<file path="src/rtl/mux_scan_sequencer_if.sv">
// mux_scan_sequencer_if: control, mux and result signals of the scan sequencer.
// Latency: none, plain signal bundle.
// Backpressure: none; start is a one-shot request and results are simply presented.
// Ports: start/continuous/dwell/ch_mask/mux_out into the sequencer;
//        select1/select2/channel/busy/sample/frame_done out of it.
// Optional: with MUXSEQ_ABORT_EN defined an abort request line is added.
interface mux_scan_sequencer_if #(
    parameter int DWELL_W = 4
);
`ifdef MUXSEQ_ABORT_EN
    logic               abort;
`endif
    logic               start;
    logic               continuous;
    logic [DWELL_W-1:0] dwell;
    logic [3:0]         ch_mask;
    logic               mux_out;
    logic               select1;
    logic               select2;
    logic [1:0]         channel;
    logic               busy;
    logic [3:0]         sample;
    logic               frame_done;

    // Environment side: issues requests, models the mux, observes results.
    modport master (
`ifdef MUXSEQ_ABORT_EN
        output abort,
`endif
        output start, continuous, dwell, ch_mask, mux_out,
        input  select1, select2, channel, busy, sample, frame_done
    );

    // Sequencer side.
    modport slave (
`ifdef MUXSEQ_ABORT_EN
        input  abort,
`endif
        input  start, continuous, dwell, ch_mask, mux_out,
        output select1, select2, channel, busy, sample, frame_done
    );
endinterface

</file>
<file path="src/rtl/mux_scan_sequencer.sv">
// mux_scan_sequencer: drives the 4:1 mux selects through the enabled channels and
//   captures mux_out at the end of each channel's dwell into a 4-bit frame.
// Latency: k enabled channels x D dwell cycles of scanning, then one DONE cycle with frame_done.
// Backpressure: none; start is honoured only in IDLE and dropped in SCAN/DONE.
// Ports: clk, reset (async, active-high); bus (slave modport of mux_scan_sequencer_if).
// Optional: define MUXSEQ_ABORT_EN to add bus.abort, which returns to IDLE on the next edge
//   without publishing a frame.
module mux_scan_sequencer #(
    parameter int DWELL_W = 4
) (
    input  logic                 clk,
    input  logic                 reset,
    mux_scan_sequencer_if.slave  bus
);
    typedef enum logic [1:0] {
        IDLE = 2'd0,
        SCAN = 2'd1,
        DONE = 2'd2
    } state_t;

    state_t             state, state_nxt;
    logic [1:0]         channel_q, channel_nxt;
    logic [DWELL_W-1:0] counter_q, counter_nxt;
    logic [DWELL_W-1:0] dwell_q, dwell_nxt;
    logic [3:0]         mask_q, mask_nxt;
    logic [3:0]         shadow_q, shadow_nxt;
    logic [3:0]         sample_q, sample_nxt;

    logic               abort_in;
    logic               last_cycle;
    logic [DWELL_W-1:0] dwell_in_eff;
    logic               relatch;
    logic               has_next;
    logic [1:0]         next_ch;

`ifdef MUXSEQ_ABORT_EN
    assign abort_in = bus.abort;
`else
    assign abort_in = 1'b0;
`endif

    function automatic logic [1:0] lowest_set(input logic [3:0] m);
        lowest_set = 2'd0;
        for (int i = 3; i >= 0; i--) begin
            if (m[i]) lowest_set = 2'(i);
        end
    endfunction

    // A dwell of 0 would never satisfy counter==D-1 sensibly, so it is promoted to 1.
    assign dwell_in_eff = (bus.dwell == '0) ? DWELL_W'(1) : bus.dwell;
    assign last_cycle   = (counter_q == dwell_q - DWELL_W'(1));

    // Next higher enabled channel in the latched mask; scanning never wraps.
    // Descending loop so the lowest qualifying channel is the final assignment.
    always_comb begin
        has_next = 1'b0;
        next_ch  = channel_q;
        for (int i = 3; i >= 0; i--) begin
            if ((i > int'(channel_q)) && mask_q[i]) begin
                has_next = 1'b1;
                next_ch  = 2'(i);
            end
        end
    end

    always_comb begin
        state_nxt   = state;
        channel_nxt = channel_q;
        counter_nxt = counter_q;
        dwell_nxt   = dwell_q;
        mask_nxt    = mask_q;
        shadow_nxt  = shadow_q;
        sample_nxt  = sample_q;
        relatch     = 1'b0;

        case (state)
            IDLE: begin
                if (bus.start) relatch = 1'b1;
            end
            SCAN: begin
                if (abort_in) begin
                    state_nxt = IDLE;
                end else if (last_cycle) begin
                    shadow_nxt[channel_q] = bus.mux_out;
                    counter_nxt           = '0;
                    if (has_next) begin
                        channel_nxt = next_ch;
                    end else begin
                        state_nxt = DONE;
                    end
                end else begin
                    counter_nxt = counter_q + DWELL_W'(1);
                end
            end
            DONE: begin
                if (abort_in) begin
                    state_nxt = IDLE;
                end else begin
                    // The frame is published on the sample output during DONE and
                    // retained in sample_q from here on.
                    sample_nxt = shadow_q;
                    if (bus.continuous) begin
                        relatch = 1'b1;
                    end else begin
                        state_nxt = IDLE;
                    end
                end
            end
            default: begin
                state_nxt = IDLE;
            end
        endcase

        // Shared by a start in IDLE and a continuous restart out of DONE.
        // An empty mask leaves (or keeps) the machine in IDLE.
        if (relatch) begin
            if (bus.ch_mask != 4'b0) begin
                mask_nxt    = bus.ch_mask;
                dwell_nxt   = dwell_in_eff;
                shadow_nxt  = 4'b0;
                channel_nxt = lowest_set(bus.ch_mask);
                counter_nxt = '0;
                state_nxt   = SCAN;
            end else begin
                state_nxt = IDLE;
            end
        end
    end

    always_ff @(posedge clk or posedge reset) begin
        if (reset) begin
            state     <= IDLE;
            channel_q <= 2'd0;
            counter_q <= '0;
            dwell_q   <= '0;
            mask_q    <= 4'b0;
            shadow_q  <= 4'b0;
            sample_q  <= 4'b0;
        end else begin
            state     <= state_nxt;
            channel_q <= channel_nxt;
            counter_q <= counter_nxt;
            dwell_q   <= dwell_nxt;
            mask_q    <= mask_nxt;
            shadow_q  <= shadow_nxt;
            sample_q  <= sample_nxt;
        end
    end

    // frame_done is decoded from state so an abort raised during DONE can still
    // suppress it and keep the previous frame visible on sample.
    assign bus.frame_done = (state == DONE) && !abort_in;
    assign bus.sample     = bus.frame_done ? shadow_q : sample_q;
    assign bus.busy       = (state != IDLE);
    assign bus.channel    = channel_q;
    assign bus.select1    = channel_q[0];
    assign bus.select2    = channel_q[1];
endmodule
</file>
<file path="src/flat_wrapper.sv">
// flat-port wrapper written by rule: the top's interface ports become plain ports
module mux_scan_sequencer_flat 
#(
    parameter int DWELL_W = 4
)
  (clk, reset, bus_start, bus_continuous, bus_dwell, bus_ch_mask, bus_mux_out, bus_select1, bus_select2, bus_channel, bus_busy, bus_sample, bus_frame_done);
  mux_scan_sequencer_if #(.DWELL_W(DWELL_W)) bus_i ();
  input  logic clk;
  input  logic reset;
  input wire logic [$bits(bus_i.start)-1:0] bus_start;
  input wire logic [$bits(bus_i.continuous)-1:0] bus_continuous;
  input wire logic [$bits(bus_i.dwell)-1:0] bus_dwell;
  input wire logic [$bits(bus_i.ch_mask)-1:0] bus_ch_mask;
  input wire logic [$bits(bus_i.mux_out)-1:0] bus_mux_out;
  output wire logic [$bits(bus_i.select1)-1:0] bus_select1;
  output wire logic [$bits(bus_i.select2)-1:0] bus_select2;
  output wire logic [$bits(bus_i.channel)-1:0] bus_channel;
  output wire logic [$bits(bus_i.busy)-1:0] bus_busy;
  output wire logic [$bits(bus_i.sample)-1:0] bus_sample;
  output wire logic [$bits(bus_i.frame_done)-1:0] bus_frame_done;
  assign bus_i.start = bus_start;
  assign bus_i.continuous = bus_continuous;
  assign bus_i.dwell = bus_dwell;
  assign bus_i.ch_mask = bus_ch_mask;
  assign bus_i.mux_out = bus_mux_out;
  assign bus_select1 = bus_i.select1;
  assign bus_select2 = bus_i.select2;
  assign bus_channel = bus_i.channel;
  assign bus_busy = bus_i.busy;
  assign bus_sample = bus_i.sample;
  assign bus_frame_done = bus_i.frame_done;
  mux_scan_sequencer #(.DWELL_W(DWELL_W)) u_core (.clk(clk), .reset(reset), .bus(bus_i));
endmodule
</file>
<file path="config.mk">
export PLATFORM = sky130hd
export DESIGN_NAME = mux_scan_sequencer_flat
export DESIGN_NICKNAME = d
export VERILOG_FILES = /design/src/rtl/mux_scan_sequencer_if.sv /design/src/rtl/mux_scan_sequencer.sv /design/src/flat_wrapper.sv
export SDC_FILE = /design/constraint.sdc
export NUM_CORES = 1
export LEC_CHECK = 0
export BUFFER_PORTS_ARGS = -buffer_cell sky130_fd_sc_hd__buf_2
export CAP_MARGIN = 20
export CORE_UTILIZATION = 57
export DETAILED_ROUTE_END_ITERATION = 12
export PLACE_DENSITY_LB_ADDON = 0.15
export SLEW_MARGIN = 10
export SYNTH_ARGS = -nofsm -noshare
export SYNTH_HDL_FRONTEND = slang
export SYNTH_SLANG_ARGS = --single-unit
</file>
<file path="constraint.sdc">
create_clock -name clk -period 5.7 [get_ports clk]
set_clock_uncertainty 0.2 [all_clocks]
set_input_delay 0.285 -clock clk [delete_from_list [all_inputs] [get_ports clk]]
set_output_delay 0.285 -clock clk [all_outputs]
set_load 0.005 [all_outputs]
</file>
# After elaboration in Yosys (flattened, before gate mapping)
# Index checks and enable logic that the tools add are counted.
# W data, S select, Z words.
dict set report classes {
  add_sub_neg 2
  multipliers 0
  n_div 0
  n_lt_le_gt_ge 5
  n_eq_ne 7
  shifts 0
  n_mux 37
  bitwise 0
  n_reduce_logical 10
}
# operator n
set op_table {}
lappend op_table {{$mux W4} 10}
lappend op_table {{$mux W2} 16}
lappend op_table {{$mux W1} 7}
lappend op_table {{$ne A3 B2 Y1 const B} 2}
lappend op_table {{$pmux W2 S3} 1}
lappend op_table {{$add A4 B1 Y4 const B} 1}
lappend op_table {{$bwmux W4} 1}
lappend op_table {{$eq A4 B4 Y1} 1}
lappend op_table {{$gt A2 B2 Y1 const A} 2}
lappend op_table {{$logic_and A1 B1 Y1} 4}
lappend op_table {{$logic_not A4 Y1} 1}
lappend op_table {{$reduce_and A4 Y1} 1}
lappend op_table {{$reduce_bool A4 Y1} 1}
lappend op_table {{$sub A4 B1 Y4 const B} 1}
lappend op_table {{$lt A2 B3 Y1 const B} 1}
lappend op_table {{$ne A3 B1 Y1 const B} 1}
lappend op_table {{$demux W1 S2} 1}
lappend op_table {{$eq A2 B1 Y1 const B} 1}
lappend op_table {{$eq A2 B2 Y1 const B} 1}
lappend op_table {{$ge A2 B1 Y1 const B} 1}
lappend op_table {{$gt A1 B2 Y1 const A} 1}
lappend op_table {{$logic_not A2 Y1} 1}
lappend op_table {{$ne A2 B1 Y1 const B} 1}
lappend op_table {{$pmux W1 S2} 1}
lappend op_table {{other kinds (2)} 2}
dict set report totals {
  register_bits 24
  latch_bits 0
  ramBits 0
  rom_bits 0
  output_inout_bits 10
  word_cells 68
  mem_count 0
}

# Depth between registers and ports, before layout
dict set report depth {
  ltp_word 10
  mapped_depth 8
  depth_no_buf 7
}

# Least setup slack after synthesis
# Ideal clock, no wire load.
dict set report synth_timing {
  path_kind {register to register}
  startpoint {register u_core.dwell_q[0]}
  endpoint {register u_core.channel_q[0], in the netlist u_core.bus.channel[0]}
  setup_ps 122
  t_arrival_ps 1900
  t_required_ps 5378
  path_slack_ps 3479
  path_stages_with_launch 8
  path_buffers 0
  period_less_slack_ps 2221
  cell_sequence {dfrtp_1 inv_1 ha_1 xnor2_1 nor3_2 nand3_2 or4b_1 a32o_1}
}
dict set report synth_between {
  elab_chain_cells 6
}
# item line
set synth_lines {}
lappend synth_lines {{from (decl)} mux_scan_sequencer.sv:24} ;# logic [DWELL_W-1:0] dwell_q, dwell_nxt;
lappend synth_lines {{from (signal assigned)} mux_scan_sequencer.sv:143} ;# dwell_q <= dwell_nxt;
lappend synth_lines {{$sub A4 B1 Y4 (*)} mux_scan_sequencer.sv:51} ;# assign last_cycle = (counter_q == dwell_q - DWELL_W'(1));
lappend synth_lines {{$eq A4 B4 Y1 (*)} mux_scan_sequencer.sv:51}
lappend synth_lines {{$mux W2 (*)} mux_scan_sequencer.sv:83} ;# end else if (last_cycle) begin
lappend synth_lines {{$mux W2 (*)} mux_scan_sequencer.sv:76} ;# case (state)
lappend synth_lines {{$mux W2} mux_scan_sequencer.sv:117} ;# if (bus.ch_mask != 4'b0) begin
lappend synth_lines {{$mux W2 (*)} mux_scan_sequencer.sv:116} ;# if (relatch) begin
lappend synth_lines {{via u_core.channel_nxt[0]} mux_scan_sequencer.sv:22} ;# logic [1:0] channel_q, channel_nxt;
lappend synth_lines {{to (signal assigned)} mux_scan_sequencer.sv:141} ;# channel_q <= channel_nxt;
lappend synth_lines {{to (decl)} mux_scan_sequencer.sv:22}
# The timed path passes the listed nets; every way through them passes the cells marked *.
# A chain may end at the register's enable or synchronous reset.

# Final worst setup path
# Ends and elaborated chain as after synthesis.

==> out/metrics.yaml <==
avgSynthCellArea_um2: 10.9
post-cts-setup-buffers: 0
max_stage_delay_ns: 0.57
grt_start_max_net_pins: 24
worstPathBufferInverterCount: 1
drive_gt1_share_pct: 29.2
cp_max_fo: 14
finalHoldViolations: 0
synth_cell_type_count: 33
io_pins: 23
cts_made_buffers: 3
groute.usage.overall_pct: 21.9
grt_pass1_wl_um: 3440
die_x_um: 47.1
status: "finished, final reports clean"
core_mm2: 0.00182
htreeDepth: 1
num_rows: 15
synth_fp_nets: 121
vias_per_cell: 5.75
grt_pass1_vias: 766
p_sw_uw: 274
diodes: 0
slew_headroom_pct: 44.3
ir_worst_vdd_mv: 0.319
clk_pin_slew_ns: 0.12
drtPass1Iterations: 4
share_comb_of_total_power_pct: 46.0
rsz0062_at_grt: "false"
routabilityCongestion: 0.848
ant_nets: 0
io_buffers: 22
wl_per_cell_um: 14.2
ys_seq_elements: 23
start_kind: "flop"
fmax_mhz: 399
dpl.hpwl_um: 1630
antenna_found_initial: 0
crit_family: "simple AND/OR/NAND/NOR gates"
fin_setup_tns_ns: 0
utilization_pct: 72.5
crit_required_ns: 5.71
route.vias.total: 892
grt-ovfl-total: 0
tightest_slew_ns: 0.834
cp_slowest_cell: "or4b_1"
drt_iter0_drc: 39
clk_path_buf_depth: 2
p_leak_nw: 0.650
clk_latency_ns: 0.30
cts_root_buf: "clkbuf_4"
whs_ns: 0.0223
synthesis.area_mm2: 0.00116
p_int_uw: 425
finalSetupViolCount: 0
final_nets: 146
cp.arrival_ns: 2.51
syn_to_final_growth_pct: 14.1
fp.dieH_um: 47.1
worstHoldPathType: "in2reg"
die_area_mm2: 0.00221
power_density_mw_per_mm2: 530
start_util_pct: 63.6
cap_violations: 0
seq_area_frac_synth_pct: 49.7
drcViolationCount: 0
ys_warn_count: 0
dpl.cell_count: 150
period_needed_ns: 2.51
sequentialPowerShare_pct: 43.6
sw_frac_of_total_pct: 39.2
finalCritPeriodShare_pct: 44.0
slew_violations: 0
fill_cells: 142
crit_type: "reg2reg"
clockPowerShare_pct: 10.4
path_cells: "inv_1 -> ha_1 -> xnor2_1 -> nor3_2 -> nand3_2 -> or4b_1 -> a32o_1"
end_kind: "flop"
routed_wl_um: 2210
clock-sinks: 23
synth_cells: 106
cts_tree: "built"
fin_cells: 155
-- layer usage --
metal | wire length [µm] | global-route usage (%)
met2 | 1080 | 37.2
met4 | 16 | 4.00
met5 | 0 | 0
met1 | 996 | 29.9
met3 | 115 | 3.85
-- what timing repair did --
action,4_1_cts,5_1_grt
resized for setup,0,0
endpoints found under the hold margin,23,0
hold buffers,1,0
-- path summary, 6_finish.rpt --
| path | to | start | depth (start not counted) | slack (ns) |
|---|---|---|---|---|
| worst min register to register | u_core.sample_q[1] | u_core.sample_q[1] | 1 | 0.30 |
| worst min-delay path | u_core.mask_q[3] | bus_ch_mask[3] | 2 | 0.02 |
| min in group asynchronous | u_core.shadow_q[2] | reset | 3 | 0.48 |
| max in group asynchronous | u_core.counter_q[2] | reset | 3 | 4.31 |
| worst max register to register | u_core.bus.channel[0] | u_core.dwell_q[0] | 7 | 3.19 |
| worst max-delay path | u_core.bus.channel[0] | u_core.dwell_q[0] | 7 | 3.19 |
-- metrics by stage --
stage / area, µm² / setup slack [ns] / total power, mW
after floorplan: 1160 / 3.48 / 0.542
after global placement: 1280 / 3.29 / 0.609
after detailed placement: 1280 / 3.21 / 0.627
after CTS: 1320 / 3.20 / 0.701
after global routing: 1320 / 3.10 / 0.752
final: 1320 / 3.19 / 0.699
-- logic make-up (layout without fill, tap and decap cells) --
| family | Yosys count | count (layout) | share of synthesized area (%) |
|---|---|---|---|
| AOI/OAI and AO/OA | 24 | 24 | 15.1 |
| xor gates and xnor gates | 7 | 7 | 6.59 |
| adders and majority gates | 2 | 2 | 2.16 |
| buffers and inverters | 11 | 35 | 4.22 |
| DFF | 23 | 23 | 49.7 |
| muxes | 8 | 8 | 7.68 |
| and+or+nand+nor | 31 | 31 | 14.5 |
-- flip-flops by register name, summed over array words and instances (netlist names) --
name / count
u_core.sample_q: 4
u_core.mask_q: 3
u_core.state: 2
u_core.bus.channel: 2
u_core.dwell_q: 4
u_core.shadow_q: 4
u_core.counter_q: 4
-- power groups by stage --
stage	registers (mW)	logic [mW]	clock network (mW)
finish	0.305	0.322	0.0727
global route	0.314	0.356	0.0822
CTS	0.304	0.322	0.0747
detailed placement	0.308	0.320	0
global placement	0.302	0.307	0
floorplan	0.288	0.254	0
-- worst reg2reg max path, stage by stage, from the launching register on --
cell and delay [ns]:
dfrtp_1 0.40, inv_1 0.08, ha_1 0.30, xnor2_1 0.14
nor3_2 0.21, nand3_2 0.26, or4b_1 0.57, a32o_1 0.27
-- cell usage in the layout (no fill, tap or decap), types with 2 or more instances in the layout --
master,Yosys,final
o31ai_1,2,2
buf_2,0,22
mux2_2,7,7
nand2b_1,2,2
o21ai_0,5,5
a22o_1,3,3
nor3_1,3,3
clkbuf_4,0,3
nand3_1,3,3
nand2_1,8,8
ha_1,2,2
o41ai_1,3,3
xnor2_1,5,5
o311ai_0,3,3
or2_2,2,2
a21oi_1,4,4
and3_1,2,2
nor2_1,4,4
nor2b_1,2,2
dfrtp_1,23,23
inv_1,7,7
-- layout make-up --
cell class	count	area [µm²]	share of cell area (%)
well taps	25	31.3	2.37
multi-input cells	72	533	40.4
inverters	7	26.3	1.99
clock buffers	4	26.3	1.99
repair buffers	24	128	9.67
flip-flops and latches	23	576	43.6
-- synthesized netlist by cell type (all sizes together) --
| cell type | n | area [µm²] |
|---|---|---|
| a31oi | 1 | 6.26 |
| o211ai | 1 | 7.51 |
| inv | 7 | 26.3 |
| dfrtp | 23 | 576 |
| nand2 | 8 | 30.0 |
| and2 | 1 | 6.26 |
| o21ai | 5 | 25.0 |
| xor3 | 1 | 23.8 |
| a32o | 1 | 10.0 |
| a21oi | 4 | 20.0 |
| or4b | 1 | 10.0 |
| mux2 | 7 | 78.8 |
| o31ai | 3 | 27.5 |
| mux2i | 1 | 10.0 |
| nand2b | 2 | 12.5 |
| nor2 | 4 | 15.0 |
| or2 | 2 | 12.5 |
| xnor2 | 5 | 43.8 |
| and3 | 2 | 12.5 |
| nand3 | 4 | 25.0 |
| a22o | 3 | 26.3 |
| nand4 | 1 | 6.26 |
| nor3 | 4 | 25.0 |
| xor2 | 1 | 8.76 |
| o311ai | 3 | 26.3 |
| nor2b | 2 | 12.5 |
| ha | 2 | 25.0 |
| buf | 2 | 15.0 |
| clkbuf | 2 | 7.51 |
| o41ai | 3 | 26.3 |
Note: power is estimated with default switching activity, not from simulation.
